$ cat config.mk
export PLATFORM = sky130hd
export DESIGN_NAME = eprom_access_arbiter
export DESIGN_NICKNAME = d
export VERILOG_FILES = /design/src/rtl/eprom_access_arbiter.sv
export SDC_FILE = /design/constraint.sdc
export NUM_CORES = 1
export LEC_CHECK = 0
export BUFFER_PORTS_ARGS = -buffer_cell sky130_fd_sc_hd__buf_2
export CORE_MARGIN = 2
export CORE_UTILIZATION = 35
export CTS_BUF_LIST = sky130_fd_sc_hd__clkbuf_2 sky130_fd_sc_hd__clkbuf_4 sky130_fd_sc_hd__clkbuf_8
export CTS_CLUSTER_SIZE = 24
export DETAILED_ROUTE_END_ITERATION = 8
export PLACE_DENSITY_LB_ADDON = 0.05
export SLEW_MARGIN = 5
export SYNTH_ARGS = -nofsm -noshare
export SYNTH_HDL_FRONTEND = slang
export SYNTH_SLANG_ARGS = --single-unit
$ cat constraint.sdc
create_clock -name clk -period 3 [get_ports clk]
set_input_delay 0.6 -clock clk [delete_from_list [all_inputs] [get_ports clk]]
set_output_delay 0.6 -clock clk [all_outputs]
set_load 0.02 [all_outputs]
$ cat src/rtl/eprom_access_arbiter.sv
// Two-requester round-robin arbiter for one asynchronous EPROM.
// Runs the CE/OE access window, a wait-state count, data capture and a recovery gap.
module eprom_access_arbiter #(
  parameter int ADDR_WIDTH  = 16,
  parameter int DATA_WIDTH  = 8,
  parameter int WAIT_CYCLES = 10,
  parameter int HOLD_CYCLES = 1,
  parameter int USE_DV      = 0
) (
  input  logic                  clk,
  input  logic                  rst_n,
  input  logic                  req_a,
  input  logic [ADDR_WIDTH-1:0] addr_a,
  output logic                  ack_a,
  input  logic                  req_b,
  input  logic [ADDR_WIDTH-1:0] addr_b,
  output logic                  ack_b,
  output logic [DATA_WIDTH-1:0] data_out,
  output logic                  rom_ce_n,
  output logic                  rom_oe_n,
  output logic [ADDR_WIDTH-1:0] rom_addr,
  input  logic [DATA_WIDTH-1:0] rom_data,
  input  logic                  rom_dv
);

  localparam int MAX_CNT = (WAIT_CYCLES > HOLD_CYCLES) ? WAIT_CYCLES : HOLD_CYCLES;
  localparam int CW      = $clog2(MAX_CNT + 1);

  typedef enum logic [1:0] {IDLE, ACCESS, CAPTURE, RECOVER} state_t;

  state_t                state, state_d;
  logic [CW-1:0]         cnt, cnt_d;
  logic                  last_b, last_b_d;  // 1: B was granted last
  logic                  win_b, win_b_d;
  logic                  enable_n, enable_n_d;
  logic                  ack_a_d, ack_b_d;
  logic [ADDR_WIDTH-1:0] addr_d;
  logic [DATA_WIDTH-1:0] data_d;
  logic                  sel_b;

  assign sel_b    = req_b & (~req_a | ~last_b);
  assign rom_ce_n = enable_n;
  assign rom_oe_n = enable_n;

  always_comb begin
    state_d    = state;
    cnt_d      = cnt;
    last_b_d   = last_b;
    win_b_d    = win_b;
    enable_n_d = enable_n;
    addr_d     = rom_addr;
    data_d     = data_out;
    ack_a_d    = 1'b0;
    ack_b_d    = 1'b0;
    unique case (state)
      IDLE: begin
        if (req_a | req_b) begin
          win_b_d    = sel_b;
          last_b_d   = sel_b;
          addr_d     = sel_b ? addr_b : addr_a;
          enable_n_d = 1'b0;
          cnt_d      = CW'(WAIT_CYCLES);
          state_d    = ACCESS;
        end
      end
      ACCESS: begin
        // with data-valid handshake the count parks at 1 until rom_dv arrives
        if (cnt == CW'(1)) begin
          if ((USE_DV == 0) || rom_dv) state_d = CAPTURE;
        end else begin
          cnt_d = cnt - CW'(1);
        end
      end
      CAPTURE: begin
        data_d     = rom_data;
        ack_a_d    = ~win_b;
        ack_b_d    = win_b;
        enable_n_d = 1'b1;
        cnt_d      = CW'(HOLD_CYCLES);
        state_d    = RECOVER;
      end
      RECOVER: begin
        if (cnt == CW'(1)) state_d = IDLE;
        else               cnt_d   = cnt - CW'(1);
      end
      default: state_d = IDLE;
    endcase
  end

  always_ff @(posedge clk or negedge rst_n) begin
    if (!rst_n) begin
      state    <= IDLE;
      cnt      <= '0;
      last_b   <= 1'b1;
      win_b    <= 1'b0;
      enable_n <= 1'b1;
      rom_addr <= '0;
      data_out <= '0;
      ack_a    <= 1'b0;
      ack_b    <= 1'b0;
    end else begin
      state    <= state_d;
      cnt      <= cnt_d;
      last_b   <= last_b_d;
      win_b    <= win_b_d;
      enable_n <= enable_n_d;
      rom_addr <= addr_d;
      data_out <= data_d;
      ack_a    <= ack_a_d;
      ack_b    <= ack_b_d;
    end
  end

endmodule

==> results_dict.tcl <==
set metrics [dict create \
    clk_latency_ps 290 \
    power.density_cell_area_nw_per_um2 1110 \
    avgSynthCellArea_sq_um 11.7 \
    worst_pin_slew_ps 802 \
    cp-start-kind "register" \
    slew_viol_final 0 \
    setup_viol 0 \
    routed.top_layer "met4" \
    drive_above_1_share_pct 45.4 \
    pin_count 73 \
    clockBufferDepth 2 \
    ctsHoldBuffers 0 \
    finalWorstSetupSlack_ps 1020 \
    syn-cell-area_sq_um 1660 \
    yosys-top-cells-count "dfrtp_1, mux2i_1, nand2_1, o21ai_0, mux2_2" \
    yosys.area.top_type_share_pct 49.7 \
    start_util_pct 35.6 \
    ir_drop_v 0.000414 \
    crit_type "register to register" \
    drt-pass1-iter-count 4 \
    die_h_microns 72.9 \
    numPortBuffers 71 \
    rsz0062_at_grt "no" \
    fin_util_pct 46.6 \
    status "finished, final reports clean" \
    grt_pass1_vias 1254 \
    maxSlewHeadroom_pct 46.5 \
    die_x_microns 72.9 \
    crit_required_ps 3180 \
    nNetsFinal 267 \
    cts_buffers 5 \
    crit_fanout 10 \
    drt_wl_total_microns 3520 \
    post-route-drc-count 0 \
    fp.dieArea_sq_um 5310 \
    synthArstFlopShare_pct 100 \
    htreeDepth 2 \
    area_growth_pct 30.9 \
    worstRegToRegCells 5 \
    antennaDiodeCount 0 \
    max_cap_violations 0 \
    yosys_warnings 0 \
    dp_slack_ps 1020 \
    cts_resized 0 \
    dp_hpwl_microns 2600 \
    endpoint_kind "register" \
    yosysMostFrequentCell "dfrtp_1" \
    synth_edf_count 0 \
    wl_per_cell_microns 13.0 \
    synth.distinct_cells 32 \
    grt_antenna_before_repair 0 \
    rows 25 \
    dr_wl_met2_microns 1840 \
    synth_cells 142 \
    cts_tree "done" \
    core_sq_um 4660 \
    hold_violations 0 \
    track_usage_pct 14.0 \
    reg2reg_slack_ps 1020 \
    ant_nets 0 \
    wl_met1_microns 1440 \
    period_minus_slack_ps 1980 \
    gp_congestion 0.769 \
    synth_top_area_cell "dfrtp_1" \
    syn_nets 194 \
    cts.sinks 35 \
    grt_max_degree 36 \
    max_freq_mhz 506 \
    via_per_inst 4.82 \
    yosys_register_bits 35 \
    grt_pass1_wl_microns 5550 \
    root_buffer "clkbuf_8" \
    finalClockSkew_ps 5.70 \
    clk_pin_slew_ps 70 \
    cts_setup_buffers 0 \
    grt_overflow_total 0 \
    dr_wl_met3_microns 170 \
    fin_setup_tns_ps 0 \
    holdCritPathClass "primary input to asynchronous set/reset pin" \
    crit_arrival_ps 2150 \
    synthFlopType "dfrtp_1" \
    total_power_mw 2.42 \
    ys_seq_area_share_pct 52.9 \
    vias 1302 \
    drtIter0Drc 30 \
    post-route-period-util_pct 65.9 \
    ys_top_cells_by_area "dfrtp_1, mux2i_1, mux2_2" \
    p_leak_nw 1.11 \
]
state kept, by name (all words and copies together) (netlist names):
| register | flops |
|---|---|
| rom_addr | 16 |
| data_out | 8 |
| cnt | 4 |
| state | 2 |
| ack_a | 1 |
| ack_b | 1 |
| last_b | 1 |
| rom_ce_n | 1 |
| win_b | 1 |
cell families after synthesis:
logic type | count (synthesis) | synth area share (%)
mux | 28 | 17.9
fa+ha+maj | 7 | 5.27
flops | 35 | 52.9
simple gates | 27 | 7.76
compound gates | 33 | 12.3
buf+inv | 12 | 3.92
critical path: stages (launching register included):
cell and delay (ps):
dfrtp_1 480, inv_1 180, ha_1 320, or3b_4 460, o21ai_2 110, mux2_4 310
path summary, 6_finish.rpt:
path | from | endpoint
max in group asynchronous | rst_n | rom_addr[3]
worst max register to register | state[0] | state[1]
min in group clk | win_b | ack_a
worst min register to register | win_b | ack_a
worst min-delay path | rst_n | rom_addr[12]
worst max-delay path | state[0] | state[1]
per-stage QoR:
step	area (sq um)	cells	hold slack, ps
floorplan	1660	142	304
global placement	2060	262	450
detailed placement	2060	262	446
CTS	2170	270	420
global route	2170	270	443
finish	2170	270	393
power by group:
part	internal [mW]	switching, mW
clock	0.269	0.167
sequential	0.720	0.149
combinational	0.467	0.644
metal layers:
metal,vias up,GRT usage [%]
met5,-,0
met3,7,4.97
met2,36,24.6
met1,614,14.7
li1,645,-
met4,0,7.00
cell usage in the layout, fill, tap and decap left out, types with 2 or more instances in the layout:
| cell type | Yosys | layout |
|---|---|---|
| o21ai_0 | 17 | 17 |
| o21ai_2 | 2 | 3 |
| clkbuf_8 | 0 | 6 |
| buf_2 | 1 | 71 |
| inv_1 | 5 | 5 |
| a31oi_1 | 2 | 2 |
| buf_4 | 1 | 2 |
| mux2i_1 | 18 | 18 |
| a21oi_1 | 2 | 2 |
| ha_1 | 7 | 7 |
| mux2_2 | 9 | 9 |
| a22o_1 | 2 | 2 |
| dfstp_2 | 2 | 2 |
| nand2_1 | 17 | 17 |
| nor2_1 | 3 | 3 |
| dfrtp_1 | 33 | 33 |
| o31ai_1 | 2 | 2 |
layout make-up:
cell class | instances | area (sq um)
fill | 441 | 2490
sequential | 35 | 878
multi-input combinational | 95 | 721
timing repair buffer | 73 | 370
clock buffer | 6 | 82.6
tap | 54 | 67.6
clock inverter | 2 | 35.0
inverter | 5 | 18.8
No activity file was read; power rests on OpenSTA's default activity.
